### src/rtl/program_loader.sv
// Boot loader: framed byte stream -> program memory words.
// Keeps the core in reset until a checksummed frame is loaded.
module program_loader #(
  parameter int MEMORY_DEPTH   = 64,
  parameter int TIMEOUT_CYCLES = 1024
) (
  input  logic        clk,
  input  logic        reset,
  input  logic        start_i,
  input  logic        byte_valid_i,
  input  logic [7:0]  byte_i,
  output logic        byte_ready_o,
  output logic        prog_we_o,
  output logic [31:0] prog_addr_o,
  output logic [31:0] prog_data_o,
  output logic        cpu_reset_n_o,
  output logic        done_o,
  output logic        error_o,
  output logic [15:0] words_loaded_o
);

  localparam int IW = (MEMORY_DEPTH > 1) ? $clog2(MEMORY_DEPTH) : 1;
  localparam int TW = $clog2(TIMEOUT_CYCLES + 1);

  typedef enum logic [2:0] {
    IDLE, LEN_HI, LEN_LO, DATA, CHECK, DONE, ERROR
  } state_t;

  state_t          state;
  logic [15:0]     len;
  logic [23:0]     word;
  logic [1:0]      byte_cnt;
  logic [IW-1:0]   word_index;
  logic [7:0]      csum;
  logic [TW-1:0]   timer;

  logic            accept;
  logic            expired;
  logic            timeout;
  logic            last_word;
  logic [15:0]     len_full;
  logic [31:0]     full_word;

  assign accept    = byte_valid_i & byte_ready_o;
  assign expired   = timer == TW'(TIMEOUT_CYCLES - 1);
  assign timeout   = byte_ready_o & ~accept & expired;
  assign last_word = words_loaded_o == len - 16'd1;
  assign len_full  = {len[15:8], byte_i};
  assign full_word = {word, byte_i};

  // Frame FSM with registered outputs and idle-gap watchdog
  always_ff @(posedge clk or negedge reset) begin
    if (!reset) begin
      state          <= IDLE;
      len            <= '0;
      word           <= '0;
      byte_cnt       <= '0;
      word_index     <= '0;
      csum           <= '0;
      timer          <= '0;
      byte_ready_o   <= 1'b0;
      prog_we_o      <= 1'b0;
      prog_addr_o    <= '0;
      prog_data_o    <= '0;
      cpu_reset_n_o  <= 1'b0;
      done_o         <= 1'b0;
      error_o        <= 1'b0;
      words_loaded_o <= '0;
    end else begin
      prog_we_o <= 1'b0;
      if (byte_ready_o && !accept && !expired)
        timer <= timer + 1'b1;
      else
        timer <= '0;
      if (timeout) begin
        state        <= ERROR;
        byte_ready_o <= 1'b0;
        error_o      <= 1'b1;
      end else begin
        unique case (state)
          IDLE, DONE, ERROR: begin
            if (start_i) begin
              state          <= LEN_HI;
              byte_ready_o   <= 1'b1;
              cpu_reset_n_o  <= 1'b0;
              done_o         <= 1'b0;
              error_o        <= 1'b0;
              words_loaded_o <= '0;
              csum           <= '0;
              byte_cnt       <= '0;
              word_index     <= '0;
              word           <= '0;
            end
          end
          LEN_HI: begin
            if (accept) begin
              len[15:8] <= byte_i;
              state     <= LEN_LO;
            end
          end
          LEN_LO: begin
            if (accept) begin
              len <= len_full;
              if (len_full > 16'(MEMORY_DEPTH)) begin
                state        <= ERROR;
                byte_ready_o <= 1'b0;
                error_o      <= 1'b1;
              end else if (len_full == 16'd0) begin
                state <= CHECK;
              end else begin
                state <= DATA;
              end
            end
          end
          DATA: begin
            if (accept) begin
              word     <= full_word[23:0];
              csum     <= csum ^ byte_i;
              byte_cnt <= byte_cnt + 2'd1;
              if (byte_cnt == 2'd3) begin
                prog_we_o      <= 1'b1;
                prog_addr_o    <= {{(30-IW){1'b0}}, word_index, 2'b00};
                prog_data_o    <= full_word;
                words_loaded_o <= words_loaded_o + 16'd1;
                if (word_index != IW'(MEMORY_DEPTH - 1))
                  word_index <= word_index + 1'b1;
                if (last_word)
                  state <= CHECK;
              end
            end
          end
          CHECK: begin
            if (accept) begin
              byte_ready_o <= 1'b0;
              if (byte_i == csum) begin
                state         <= DONE;
                done_o        <= 1'b1;
                cpu_reset_n_o <= 1'b1;
              end else begin
                state   <= ERROR;
                error_o <= 1'b1;
              end
            end
          end
          default: begin
            state        <= IDLE;
            byte_ready_o <= 1'b0;
          end
        endcase
      end
    end
  end

endmodule

### config.mk
export PLATFORM = sky130hd
export DESIGN_NAME = program_loader
export DESIGN_NICKNAME = d
export VERILOG_FILES = /design/src/rtl/program_loader.sv
export SDC_FILE = /design/constraint.sdc
export NUM_CORES = 1
export LEC_CHECK = 0
export ABC_AREA = 1
export BUFFER_PORTS_ARGS = -buffer_cell sky130_fd_sc_hd__buf_2
export CAP_MARGIN = 20
export CORE_MARGIN = 5
export CORE_UTILIZATION = 50
export CTS_BUF_LIST = sky130_fd_sc_hd__clkbuf_4
export DETAILED_ROUTE_END_ITERATION = 7
export PLACE_DENSITY = 0.86
export SETUP_SLACK_MARGIN = 0.4
export SYNTH_ARGS = -nofsm -noshare
export SYNTH_HDL_FRONTEND = slang
export SYNTH_SLANG_ARGS = --single-unit
### constraint.sdc
create_clock -name clk -period 2.1 [get_ports clk]
set_clock_uncertainty 0.2 [all_clocks]
set_input_delay 0.315 -clock clk [delete_from_list [all_inputs] [get_ports clk]]
set_output_delay 0.315 -clock clk [all_outputs]
set_load 0.1 [all_outputs]
* After elaboration in Yosys (flattened, before gate mapping)
Index checks and enable logic that the tools add are counted.
** Word-level totals
- Flip-flop bits (word level) :: 128
- Word-level logic and storage cells :: 129
- Output and inout bits :: 85
- Bits of input ports :: 12
** Cells by class
- Order comparisons :: 1
- Bitwise logic cells :: 7
- Reduce and logical (&&, ||, !) cells :: 21
- $add $sub $neg :: 5
- Eq/ne operators :: 27
- Muxes and demuxes :: 53
** Operator list (count)
- 2-to-1 mux 16 bit :: 3
- 2-to-1 mux 24 bit :: 2
- one-hot mux 24 bit (2 select lines) :: 1
- one-hot mux 16 bit (2 select lines) :: 1
- one-hot mux 8 bit (2 select lines) :: 2
- 2-to-1 mux 3 bit :: 10
- inequality test 3 bit, second input constant :: 9
- 2-to-1 mux 6 bit :: 4
- 2-to-1 mux 8 bit :: 3
- 2-to-1 mux 1 bit :: 17
- adder 16 x 1 -> 16 bit, second input constant :: 1
- equality test 16 bit :: 1
- greater-than comparator 16 x 7 -> 1 bit, second input constant :: 1
- zero test 16 bit :: 1
- subtractor 16 x 1 -> 16 bit, second input constant :: 1
- one-hot mux 3 bit (5 select lines) :: 1
- AND reduction 5 bit :: 3
- inequality test 2 bit, second input constant :: 6
- one-hot mux 6 bit (2 select lines) :: 1
- AND reduction 4 bit :: 3
- AND reduction 6 bit :: 2
- adder 11 x 1 -> 11 bit, second input constant :: 1
- equality test 11 x 10 -> 1 bit, second input constant :: 1
- 2-to-1 mux 11 bit :: 1
- 26 further kinds :: 38

* Depth between registers and ports, before layout
- Word-level depth :: 7
- Mapped depth :: 16
- Gate-level depth less buffers :: 16

* Worst setup path before layout
Ideal clock, no wire load.
- Path type :: register to register
- Start :: register words_loaded_o[0]
- End :: register words_loaded_o[14]
- Stages on the path, launching flop included :: 7
- Path slack :: -0.397 ns
- Arrival time :: 2.205 ns
- Buffers on the path :: 0
- Library setup time :: 0.092 ns
- Period minus slack after synthesis :: 2.497 ns
- Path through :: dfrtp_1 -> ha_1 -> nand2_1 -> nor3_1 -> nand4_1 -> xor2_1 -> o31ai_2
** Between the ends
- Longest elaborated chain between the ends :: 4
** Ends and longest elaborated chain
- start, declared :: RTL line 19 : output logic [15:0] words_loaded_o
- start signal, assigned :: RTL line 124 : words_loaded_o <= words_loaded_o + 16'd1;
- adder 16 x 1 -> 16 bit :: RTL line 124
- 2-to-1 mux 16 bit :: RTL line 120 : if (byte_cnt == 2'd3) begin
- 2-to-1 mux 16 bit :: RTL line 116 : if (accept) begin
- one-hot mux 16 bit (2 select lines) :: RTL line 80 : unique case (state)
No other way between the ends. The select of a mux whose other input is x is not followed.
A chain may end at the register's enable or synchronous reset.

* Worst setup path in the final report
- Start :: register timer[1]
- End :: register csum[2]
** Between the ends
- Longest elaborated chain between the ends :: 4
** Ends and longest elaborated chain
- start, declared :: RTL line 35 : logic [TW-1:0] timer;
- start signal, assigned :: RTL line 72 : timer <= timer + 1'b1;
- equality test 11 x 10 -> 1 bit :: RTL line 45 : assign expired = timer == TW'(TIMEOUT_CYCLES - 1);
- bitwise AND 1 bit :: RTL line 46 : assign timeout = byte_ready_o & ~accept & expired;
- inverter 1 bit (no source line)
- AND reduction 4 bit (no source line)
- end signal, assigned :: RTL line 118 : csum <= csum ^ byte_i;
- end, declared :: RTL line 34 : logic [7:0] csum;
No other way between the ends.

==> run_results.csv <==
group,metric,value,unit
run,drv_cap,0,
global_route,grt_overflow,0,
worst_setup_path,endpoint_kind,"register",
timing,slew_violations,0,
drt,drt_pre_antenna_iters,6,
drt,wirelength,25.5,mm
drt,ant_nets,0,
final_layout,drive_above_1_share,0.418,
worst_setup_path,cp.arrival,2.67,ns
timing,setup_tns,-8.26,ns
worst_setup_path,cp-start-kind,"register",
clock_tree,cts-root-buf,"clkbuf_4",
floorplan,fp.dieH,125,um
synth,synth_xor_area_frac,0.0501,
drt,wl_per_cell,22.0,um
final_layout,syn_to_final_growth,55.6,%
worst_setup_path,worstSetupStartpoint,"timer[1]",
global_route,track_usage,0.258,
drt,drc,0,
clock_tree,cts.sinks,128,
timing,fin_hold_ws,-0.0978,ns
final_layout,fillers,656,
synth,synth-edff-count,0,
clock_tree,cts_buffer_depth,2,
floorplan,die_w,125,um
synth,yosysMostFrequentCell,"nand2_1",
run_status,outcome,"complete, but fails checks",
power_and_ir_drop,ir_drop,0.665,mV
global_route,grt_pass1_wl,32.0,mm
hold_path,hp-start,"byte_valid_i",
synth,netlist_instances,785,
floorplan,dieArea,0.0155,sq mm
clock_tree,htreeDepth,4,
global_route,antenna_found_initial,1,
drt,viasPerCell,5.88,
synth,synth_top_family_by_area,"simple AND/OR/NAND/NOR gates",
synth,seq_area_frac_synth,0.488,
synth,synth_ff_type,"dfrtp_1",
drt,drt_iter0_drc,738,
worst_setup_path,r2r_slack,-0.25,ns
worst_setup_path,crit_path_max_fanout,8,
synth,synth_top_area_cell,"dfrtp_1",
timing,min_period,2.35,ns
synth,synthMuxAreaShare,0,
synth,synth_area,0.00657,sq mm
final_layout,nets,988,
synth,synth_area_leaders,"dfrtp_1 (49%), nand2_1 (12%), o21ai_0 (5.5%)",
hold_path,holdCritPathClass,"in -> reg",
power_and_ir_drop,leakage,4.74,nW
synth,avgSynthCellArea,8.37,sq um
power_and_ir_drop,power,10.5,mW
floorplan,num_rows,41,
clock_tree,clk_latency,0.63,ns
timing,fin_crit_sh,1.12,
worst_setup_path,rr_startpoint,"timer[1]",
clock_tree,cts_tree,"done",
placement,pre_cts_ws,-0.00165,ns
final_layout,final_cells,1157,
clock_tree,clkTransAtPathRegs,0.16,ns
timing,fmax,0.426,GHz
global_route,grt_pass1_vias,6184,
power_and_ir_drop,p_per_area,1020,mW/mm^2
placement,dp_hpwl,11.5,mm
timing,rsz0062_at_grt,"true",
synth,synthDistinctLibCells,42,
timing,worst_pin_slew,0.541,ns
timing,setup_viol,59,
timing,hold_viol,2,
placement,gp_congestion,0.930,
floorplan,start_util,0.514,
clock_tree,numCtsBuffers,17,
placement,portBuffers,70,
synth,ys_top_cells_by_count,"nand2_1 (209), dfrtp_1 (128), inv_1 (87)",
global_route,grt_max_degree,36,
synth,synth_seq_cells,128,
final_layout,utilization,0.800,
clock_tree,cts_hold_buffers,9,
drt,num_vias,6798,
placement,place_inst,1029,
worst_setup_path,critPathKind,"reg -> reg",
floorplan,pin_count,97,
floorplan,core,0.0128,sq mm
worst_setup_path,worstPathRequired,2.42,ns
synth,synth.top_cell.area_share,0.488,
synth,synth_warnings,0,
synth,synthAdderAreaFrac,0.00952,
synth,synth-async-reset-ratio,1.00,
timing,relSlewSlack,0.639,
timing,setup_ws,-0.246,ns
synth,yosys.area_share.simple,0.238,
synth,synth_compound_area_frac,0.112,
run_status,violations,"hold timing, setup timing",
==> final cells by class <==
type / count / area [sq um] / area share
antenna: 1 / 2.50 / 0.000245
clock buffer: 19 / 143 / 0.0140
clock inverter: 13 / 161 / 0.0158
inverter: 93 / 393 / 0.0384
multi-input combinational: 542 / 3560 / 0.348
sequential: 128 / 3270 / 0.320
tap: 172 / 215 / 0.0211
timing repair buffer: 183 / 2340 / 0.229
timing repair inverter: 6 / 134 / 0.0131
==> worst max-delay path: stages (launching register included) <==
cell and delay, ns:
dfrtp_1 0.40, ha_2 0.20, nand2_2 0.07, inv_2 0.08
nand3_4 0.07, nor3_4 0.14, buf_4 0.14, buf_6 0.10
nand2_4 0.05, nor2_4 0.13, nand3_4 0.13, nand4_4 0.19
buf_8 0.18, nand2_2 0.05, o21ai_1 0.13
==> metal layers <==
layer	wire, um	up-vias	GRT usage
met4	1680	0	0.106
li1	-	2848	-
met5	0	-	0
met3	1910	168	0.0746
met1	8930	3338	0.292
met2	13000	444	0.454
==> sequential cells by signal (all words and copies together), names as in the netlist <==
| register | cells |
|---|---|
| prog_addr_o | 6 |
| prog_data_o | 32 |
| done_o | 1 |
| word_index | 6 |
| byte_ready_o | 1 |
| byte_cnt | 2 |
| len | 16 |
| words_loaded_o | 16 |
| word | 24 |
| error_o | 1 |
| csum | 8 |
| state | 3 |
| prog_we_o | 1 |
| timer | 11 |
==> per-stage QoR <==
step                area, sq um  hold slack, ns
global placement           7280           0.114
finish                    10200         -0.0978
CTS                        9180          -0.138
global route              10200         -0.0910
floorplan                  6840          -0.181
detailed placement         7280           0.119
==> placed cells by master, fill, tap and decap left out, types with 10 or more instances in the layout <==
master / n
nand2_1: 135
dfrtp_1: 101
inv_1: 82
buf_4: 79
buf_12: 68
nor2_1: 48
nand2_4: 41
nand2_2: 35
o21ai_1: 32
nand3_1: 30
o21ai_2: 27
conb_1: 26
xor2_1: 25
o21ai_0: 20
clkbuf_4: 19
dfrtp_2: 14
dfrtp_4: 13
nand4_1: 11
nor2_2: 10
buf_2: 10
buf_6: 10
==> path summary, 6_finish.rpt <==
path,end,cells after the start
worst max register to register,csum[2],14
worst min register to register,byte_cnt[0],1
worst max-delay path,csum[2],14
min in group asynchronous,error_o,2
max in group asynchronous,prog_data_o[8],3
worst min-delay path,timer[8],4
==> power breakdown <==
part           leakage [nW]  internal [mW]  total [mW]  switching, mW
logic                  2.87           2.03        5.36           3.33
registers              1.71           2.77        3.16          0.391
clock network         0.161          0.856        1.95           1.10
total                  4.74           5.66        10.5           4.82
==> cells by family after synthesis <==
logic type / count (synthesis)
flops: 128
buf+inv: 141
xor+xnor: 36
fa+ha+maj: 5
compound gates: 123
simple gates: 351
other cells: 1
==> timing repair <==
item | 4_1_cts | 5_1_grt
endpoints found under the setup margin | 168 | 185
buffers inserted | 42 | 33
hold endpoints to repair | 159 | 2
resized for setup | 316 | 178
cloned | 4 | 7
pin swaps | 21 | 29
Power figures use the tool's default switching activity.
